File: src/rtl/vc_buffer_param_if.sv
// Purpose: flit bus between link receiver and the VC input buffer.
// Latency: n/a (signal bundle only).
// Backpressure: valid/ready on both the fill and drain sides.
//
// Port summary: vc_id_i/fdata_i/valid_i/ready_o form the fill side;
// fdata_o/valid_o/ready_i form the drain side; vc_id_o, ocup_o and
// error_o report buffer status. master drives the inputs, slave is the buffer.
interface vc_buffer_param_if #(
    parameter int FLIT_W  = 34,
    parameter int DEPTH   = 4,
    parameter int VC_ID_W = 2
);
    localparam int OCUP_W = $clog2(DEPTH) + 1;

    logic [VC_ID_W-1:0] vc_id_i;
    logic [VC_ID_W-1:0] vc_id_o;
    logic [FLIT_W-1:0]  fdata_i;
    logic               valid_i;
    logic               ready_o;
    logic [FLIT_W-1:0]  fdata_o;
    logic               valid_o;
    logic               ready_i;
    logic [OCUP_W-1:0]  ocup_o;
    logic               error_o;

    modport master (
        output vc_id_i, fdata_i, valid_i, ready_i,
        input  vc_id_o, ready_o, fdata_o, valid_o, ocup_o, error_o
    );

    modport slave (
        input  vc_id_i, fdata_i, valid_i, ready_i,
        output vc_id_o, ready_o, fdata_o, valid_o, ocup_o, error_o
    );
endinterface

File: src/rtl/vc_buffer_param.sv
// Purpose: DEPTH-entry input VC flit buffer with head/tail packet locking.
// Latency: 1 cycle fill-to-drain (0 when empty with VC_BUFFER_BYPASS_EN).
// Backpressure: ready_o low when full or a new head arrives mid-packet.
//
// Ports: clk, arst (synchronous, active-high), bus (vc_buffer_param_if.slave).
// Optional feature macro: VC_BUFFER_BYPASS_EN -- an accepted flit arriving at
// an empty buffer with ready_i high goes straight to fdata_o without storage.
module vc_buffer_param #(
    parameter int FLIT_W  = 34,
    parameter int DEPTH   = 4,
    parameter int VC_ID_W = 2
) (
    input  logic                clk,
    input  logic                arst,
    vc_buffer_param_if.slave    bus
);
    localparam int AW = $clog2(DEPTH);
    localparam int PW = AW + 1;

    typedef enum logic {
        IDLE   = 1'b0,
        LOCKED = 1'b1
    } state_t;

    state_t             state_q, state_d;
    logic [FLIT_W-1:0]  mem_q [DEPTH];
    logic [PW-1:0]      wr_ptr_q, wr_ptr_d;
    logic [PW-1:0]      rd_ptr_q, rd_ptr_d;
    logic [PW-1:0]      ocup_q;
    logic [VC_ID_W-1:0] vc_id_q, vc_id_d;
    logic               error_q, error_d;

    logic [1:0]         ftype;
    logic               is_head, is_tail;
    logic               empty, full;
    logic               accept, orphan, bypass, push, pop;

    assign ftype   = bus.fdata_i[FLIT_W-1 -: 2];
    assign is_head = (ftype == 2'b00);
    assign is_tail = (ftype == 2'b11);

    // Extra pointer MSB separates full from empty when the index bits match.
    assign empty = (wr_ptr_q == rd_ptr_q);
    assign full  = (wr_ptr_q[AW-1:0] == rd_ptr_q[AW-1:0]) &&
                   (wr_ptr_q[AW] != rd_ptr_q[AW]);

    // Only a head is held off by the lock; body/tail must always drain in.
    assign bus.ready_o = !full && !(is_head && (state_q == LOCKED));

    assign accept = bus.valid_i && bus.ready_o;
    // Body/tail outside a packet: consumed from the link but discarded.
    assign orphan = accept && !is_head && (state_q == IDLE);

`ifdef VC_BUFFER_BYPASS_EN
    assign bypass = accept && !orphan && empty && bus.ready_i;
`else
    assign bypass = 1'b0;
`endif

    assign push = accept && !orphan && !bypass;
    assign pop  = !empty && bus.ready_i;

    assign bus.valid_o = !empty || bypass;
    assign bus.fdata_o = bypass ? bus.fdata_i :
                         (empty ? '0 : mem_q[rd_ptr_q[AW-1:0]]);
    assign bus.ocup_o  = ocup_q;
    assign bus.vc_id_o = vc_id_q;
    assign bus.error_o = error_q;

    always_comb begin
        state_d  = state_q;
        vc_id_d  = vc_id_q;
        error_d  = orphan;
        wr_ptr_d = wr_ptr_q + {{AW{1'b0}}, push};
        rd_ptr_d = rd_ptr_q + {{AW{1'b0}}, pop};
        if (accept && !orphan) begin
            if (is_head) begin
                state_d = LOCKED;
                vc_id_d = bus.vc_id_i;
            end else if (is_tail) begin
                state_d = IDLE;
            end
        end
    end

    always_ff @(posedge clk) begin
        if (arst) begin
            state_q  <= IDLE;
            wr_ptr_q <= '0;
            rd_ptr_q <= '0;
            ocup_q   <= '0;
            vc_id_q  <= '0;
            error_q  <= 1'b0;
        end else begin
            state_q  <= state_d;
            wr_ptr_q <= wr_ptr_d;
            rd_ptr_q <= rd_ptr_d;
            ocup_q   <= wr_ptr_d - rd_ptr_d;
            vc_id_q  <= vc_id_d;
            error_q  <= error_d;
        end
    end

    // Storage is not reset; the pointers alone define which entries are live.
    always_ff @(posedge clk) begin
        if (push) begin
            mem_q[wr_ptr_q[AW-1:0]] <= bus.fdata_i;
        end
    end
endmodule

File: src/flat_wrapper.sv
// flat-port wrapper written by rule: the top's interface ports become plain ports
module vc_buffer_param_flat 
#(
    parameter int FLIT_W  = 34,
    parameter int DEPTH   = 4,
    parameter int VC_ID_W = 2
)
  (clk, arst, bus_vc_id_i, bus_fdata_i, bus_valid_i, bus_ready_i, bus_vc_id_o, bus_ready_o, bus_fdata_o, bus_valid_o, bus_ocup_o, bus_error_o);
  vc_buffer_param_if #(.FLIT_W(FLIT_W), .DEPTH(DEPTH), .VC_ID_W(VC_ID_W)) bus_i ();
  input  logic clk;
  input  logic arst;
  input wire logic [$bits(bus_i.vc_id_i)-1:0] bus_vc_id_i;
  input wire logic [$bits(bus_i.fdata_i)-1:0] bus_fdata_i;
  input wire logic [$bits(bus_i.valid_i)-1:0] bus_valid_i;
  input wire logic [$bits(bus_i.ready_i)-1:0] bus_ready_i;
  output wire logic [$bits(bus_i.vc_id_o)-1:0] bus_vc_id_o;
  output wire logic [$bits(bus_i.ready_o)-1:0] bus_ready_o;
  output wire logic [$bits(bus_i.fdata_o)-1:0] bus_fdata_o;
  output wire logic [$bits(bus_i.valid_o)-1:0] bus_valid_o;
  output wire logic [$bits(bus_i.ocup_o)-1:0] bus_ocup_o;
  output wire logic [$bits(bus_i.error_o)-1:0] bus_error_o;
  assign bus_i.vc_id_i = bus_vc_id_i;
  assign bus_i.fdata_i = bus_fdata_i;
  assign bus_i.valid_i = bus_valid_i;
  assign bus_i.ready_i = bus_ready_i;
  assign bus_vc_id_o = bus_i.vc_id_o;
  assign bus_ready_o = bus_i.ready_o;
  assign bus_fdata_o = bus_i.fdata_o;
  assign bus_valid_o = bus_i.valid_o;
  assign bus_ocup_o = bus_i.ocup_o;
  assign bus_error_o = bus_i.error_o;
  vc_buffer_param #(.FLIT_W(FLIT_W), .DEPTH(DEPTH), .VC_ID_W(VC_ID_W)) u_core (.clk(clk), .arst(arst), .bus(bus_i));
endmodule
File: config.mk
export PLATFORM = sky130hd
export DESIGN_NAME = vc_buffer_param_flat
export DESIGN_NICKNAME = d
export VERILOG_FILES = /design/src/rtl/vc_buffer_param_if.sv /design/src/rtl/vc_buffer_param.sv /design/src/flat_wrapper.sv
export SDC_FILE = /design/constraint.sdc
export NUM_CORES = 1
export LEC_CHECK = 0
export CAP_MARGIN = 10
export CORE_ASPECT_RATIO = 0.5
export CORE_UTILIZATION = 55
export DETAILED_ROUTE_END_ITERATION = 6
export DONT_BUFFER_PORTS = 1
export PLACE_DENSITY = 0.75
export SETUP_SLACK_MARGIN = 0.2
export SYNTH_ARGS = -nofsm -noshare
export SYNTH_HDL_FRONTEND = slang
export SYNTH_SLANG_ARGS = --single-unit
File: constraint.sdc
create_clock -name clk -period 4.21 [get_ports clk]
set_input_delay 0.842 -clock clk [delete_from_list [all_inputs] [get_ports clk]]
set_output_delay 0.842 -clock clk [all_outputs]
set_load 0.005 [all_outputs]
==> flow_summary_export.csv <==
group,metric,value,unit
power_and_ir_drop,ir_worst_vdd,0.318,mV
worst_setup_path,crit_required,4.56,ns
worst_setup_path,critPathArrivalTime,3.44,ns
clock_tree,ctsHoldBuffers,0,
layout,antenna_cells,0,
layout,syn2layout_area_growth,12.7,%
synthesis,ys_seq_area_share,73.2,%
clock_tree,htreeDepth,4,
floorplan,start_util,57.3,%
synthesis,synth_area,0.00593,mm^2
power_and_ir_drop,power_density,504,mW/mm^2
synthesis,yosysWarningCount,0,
clock_tree,post_cts_resized,0,
outcome,status,"complete, no violations",
global_routing,antenna_found_initial,0,
sta,whs,0.492,ns
clock_tree,cts_sinks,149,
worst_setup_path,crit_type,"register to register",
sta,skew,0.00722,ns
sta,relSlewSlack,45.1,%
clock_tree,cts_tree,"yes",
floorplan,die_w,149,um
synthesis,synthMuxAreaShare,14.0,%
sta,setup_tns,0,ns
synthesis,ys_seq_elements,149,
job,maxCapViolCount,0,
global_routing,grt_usage,18.7,%
clock_tree,clock_path_buffers,2,
sta,period_share,73.4,%
placed_design,gp_congestion,0.683,
clock_tree,post_cts_buffers,0,
layout,stdcell_area,0.00668,mm^2
power_and_ir_drop,p_leak,0.00213,uW
sta,tightest_slew,0.822,ns
synthesis,synth_compound_area_share,0.759,%
layout,layout.nets,349,
detailed_routing,drt_iter0_drc,164,
global_routing,grt_overflow,0,
sta,drv_slew,0,
worst_setup_path,end_kind,"register",
floorplan,rows,26,
placed_design,place_inst,423,
synthesis,synth_xor_area_share,1.98,%
placed_design,post_dp_cell_area,0.00612,mm^2
placed_design,portBuffers,0,
synthesis,avgSynthCellArea,20.7,um^2
floorplan,core_region_area,0.0103,mm^2
worst_setup_path,path_max_fanout,7,
clock_tree,clk_pin_slew,0.06,ns
clock_tree,cts_root_buf,"clkbuf_16",
sta,grt_setup_unrepaired,"false",
detailed_routing,vias,2555,
sta,final_hold_viol_count,0,
synthesis,synth_cell_types,28,
detailed_routing,drt-vias-per-instance,5.63,
floorplan,die_h,75.4,um
synthesis,synth_fp_nets,333,
layout,finalCoreUtilization,64.6,%
layout,fillCellCount,689,
synthesis,syn-instance-count,286,
placed_design,post-dp-hpwl,5850,um
synthesis,synthAdderAreaFrac,1.60,%
clock_tree,clk_latency,0.41,ns
detailed_routing,drc,0,
worst_hold_path,hp-class,"input pin to register",
sta,setup_viol,0,
detailed_routing,routed_wirelength,9670,um
detailed_routing,wl_per_cell,21.3,um
global_routing,grt_max_degree,37,
global_routing,grt_pass1_wl,14600,um
detailed_routing,dr.pass1.iters,4,
floorplan,die_area,0.0112,mm^2
layout,drive_gt1_share,23.6,%
global_routing,grt_pass1_vias,2716,
sta,max_freq,324,MHz
synthesis,synthSimpleGateAreaFrac,6.10,%
floorplan,ioPinCount,82,
sta,finalCriticalPeriod,3.09,ns
detailed_routing,ant_nets,0,
clock_tree,numCtsBuffers,17,
synthesis,synth_top_family_by_area,"multiplexers",
worst_setup_path,worst_setup_path_start_kind,"register",
layout,fin_cells,454,
flip-flops by register name, indices dropped and copies added (netlist names):
| name | flops |
|---|---|
| u_core.bus.error_o | 1 |
| u_core.bus.ocup_o | 3 |
| u_core.bus.vc_id_o | 2 |
| u_core.mem_q | 136 |
| u_core.rd_ptr_q | 3 |
| u_core.state_q | 1 |
| u_core.wr_ptr_q | 3 |
stage by stage:
stage | total power, uW | setup WS, ns
after floorplan | 1930 | 0.826
after global placement | 1960 | 1.13
after detailed placement | 1970 | 1.11
after CTS | 3390 | 1.08
after global routing | 3480 | 0.888
final | 3370 | 1.12
Yosys cell counts, drive strengths merged:
cell type,count,share of area [%]
clkbuf,1,0.063
buf,11,1.8
nor3b,2,0.25
nor2,7,0.44
a311oi,2,0.40
mux2i,3,0.51
nand2,2,0.13
nand2b,6,0.63
xor3,1,0.40
nor2b,38,4.0
o311ai,1,0.27
nor3,4,0.53
dfxtp,13,4.4
or3,1,0.11
mux4,34,13
fa,1,0.34
edfxtp,136,69
inv,7,0.44
a21oi,1,0.084
xnor2,4,0.59
xor2,5,0.99
ha,6,1.3
critical path: stages, from the launching register on:
cell,delay (ns)
dfxtp_1,0.58
xor2_2,0.19
o311ai_2,0.75
inv_1,0.11
ha_1,0.21
ha_1,0.26
inv_1,0.06
fa_1,0.41
xor3_1,0.35
nor2_1,0.09
area by class of cell:
cell class                 count  area (um^2)  share of cell area, %
clock buffer                  19          433                   6.48
clock inverter                12          133                   1.98
inverter                       7         26.3                  0.393
multi-input combinational    118         1490                   22.3
sequential                   149         4350                   65.0
tap                          140          175                   2.62
timing repair buffer           9         80.1                   1.20
kinds of logic after synthesis:
| family | Yosys count |
|---|---|
| buffers and inverters | 19 |
| and+or+nand+nor | 60 |
| adders and majority gates | 7 |
| xor gates and xnor gates | 10 |
| AOI/OAI and AO/OA | 4 |
| muxes | 37 |
| DFF | 149 |
worst paths after layout:
path / startpoint / to / slack [ns] / cells after the start
max: u_core.wr_ptr_q[0] / u_core.bus.ocup_o[2] / 1.12 / 9
max reg2reg: u_core.wr_ptr_q[0] / u_core.bus.ocup_o[2] / 1.12 / 9
min reg2reg: u_core.bus.vc_id_o[1] / u_core.bus.vc_id_o[1] / 0.50 / 2
min: arst / u_core.rd_ptr_q[0] / 0.49 / 1
power by group:
part	switching [uW]	internal, uW
registers	14.1	1650
clock network	574	868
logic	141	127
total	730	2640
cell usage in the layout (no fill, tap or decap), drive strengths merged, types with 3 or more instances in the layout:
cell type,instances
edfxtp,136
nor2b,38
mux4,34
clkbuf,19
dfxtp,13
buf,9
inv,8
nor2,7
nand2b,6
ha,6
clkinvlp,6
xor2,5
xnor2,4
nor3,4
mux2i,3
clkinv,3
metal layers:
layer  track usage (%)  part of all wire [%]  wire [um]  up-vias
li1                  -                     -          -     1162
met1              22.7                    42       4090     1328
met2              30.9                    50       4850       54
met3              7.49                   6.7        646       11
met4              7.82                  0.90         87        0
met5                 0                     0          0        -
Power figures use the tool's default switching activity.
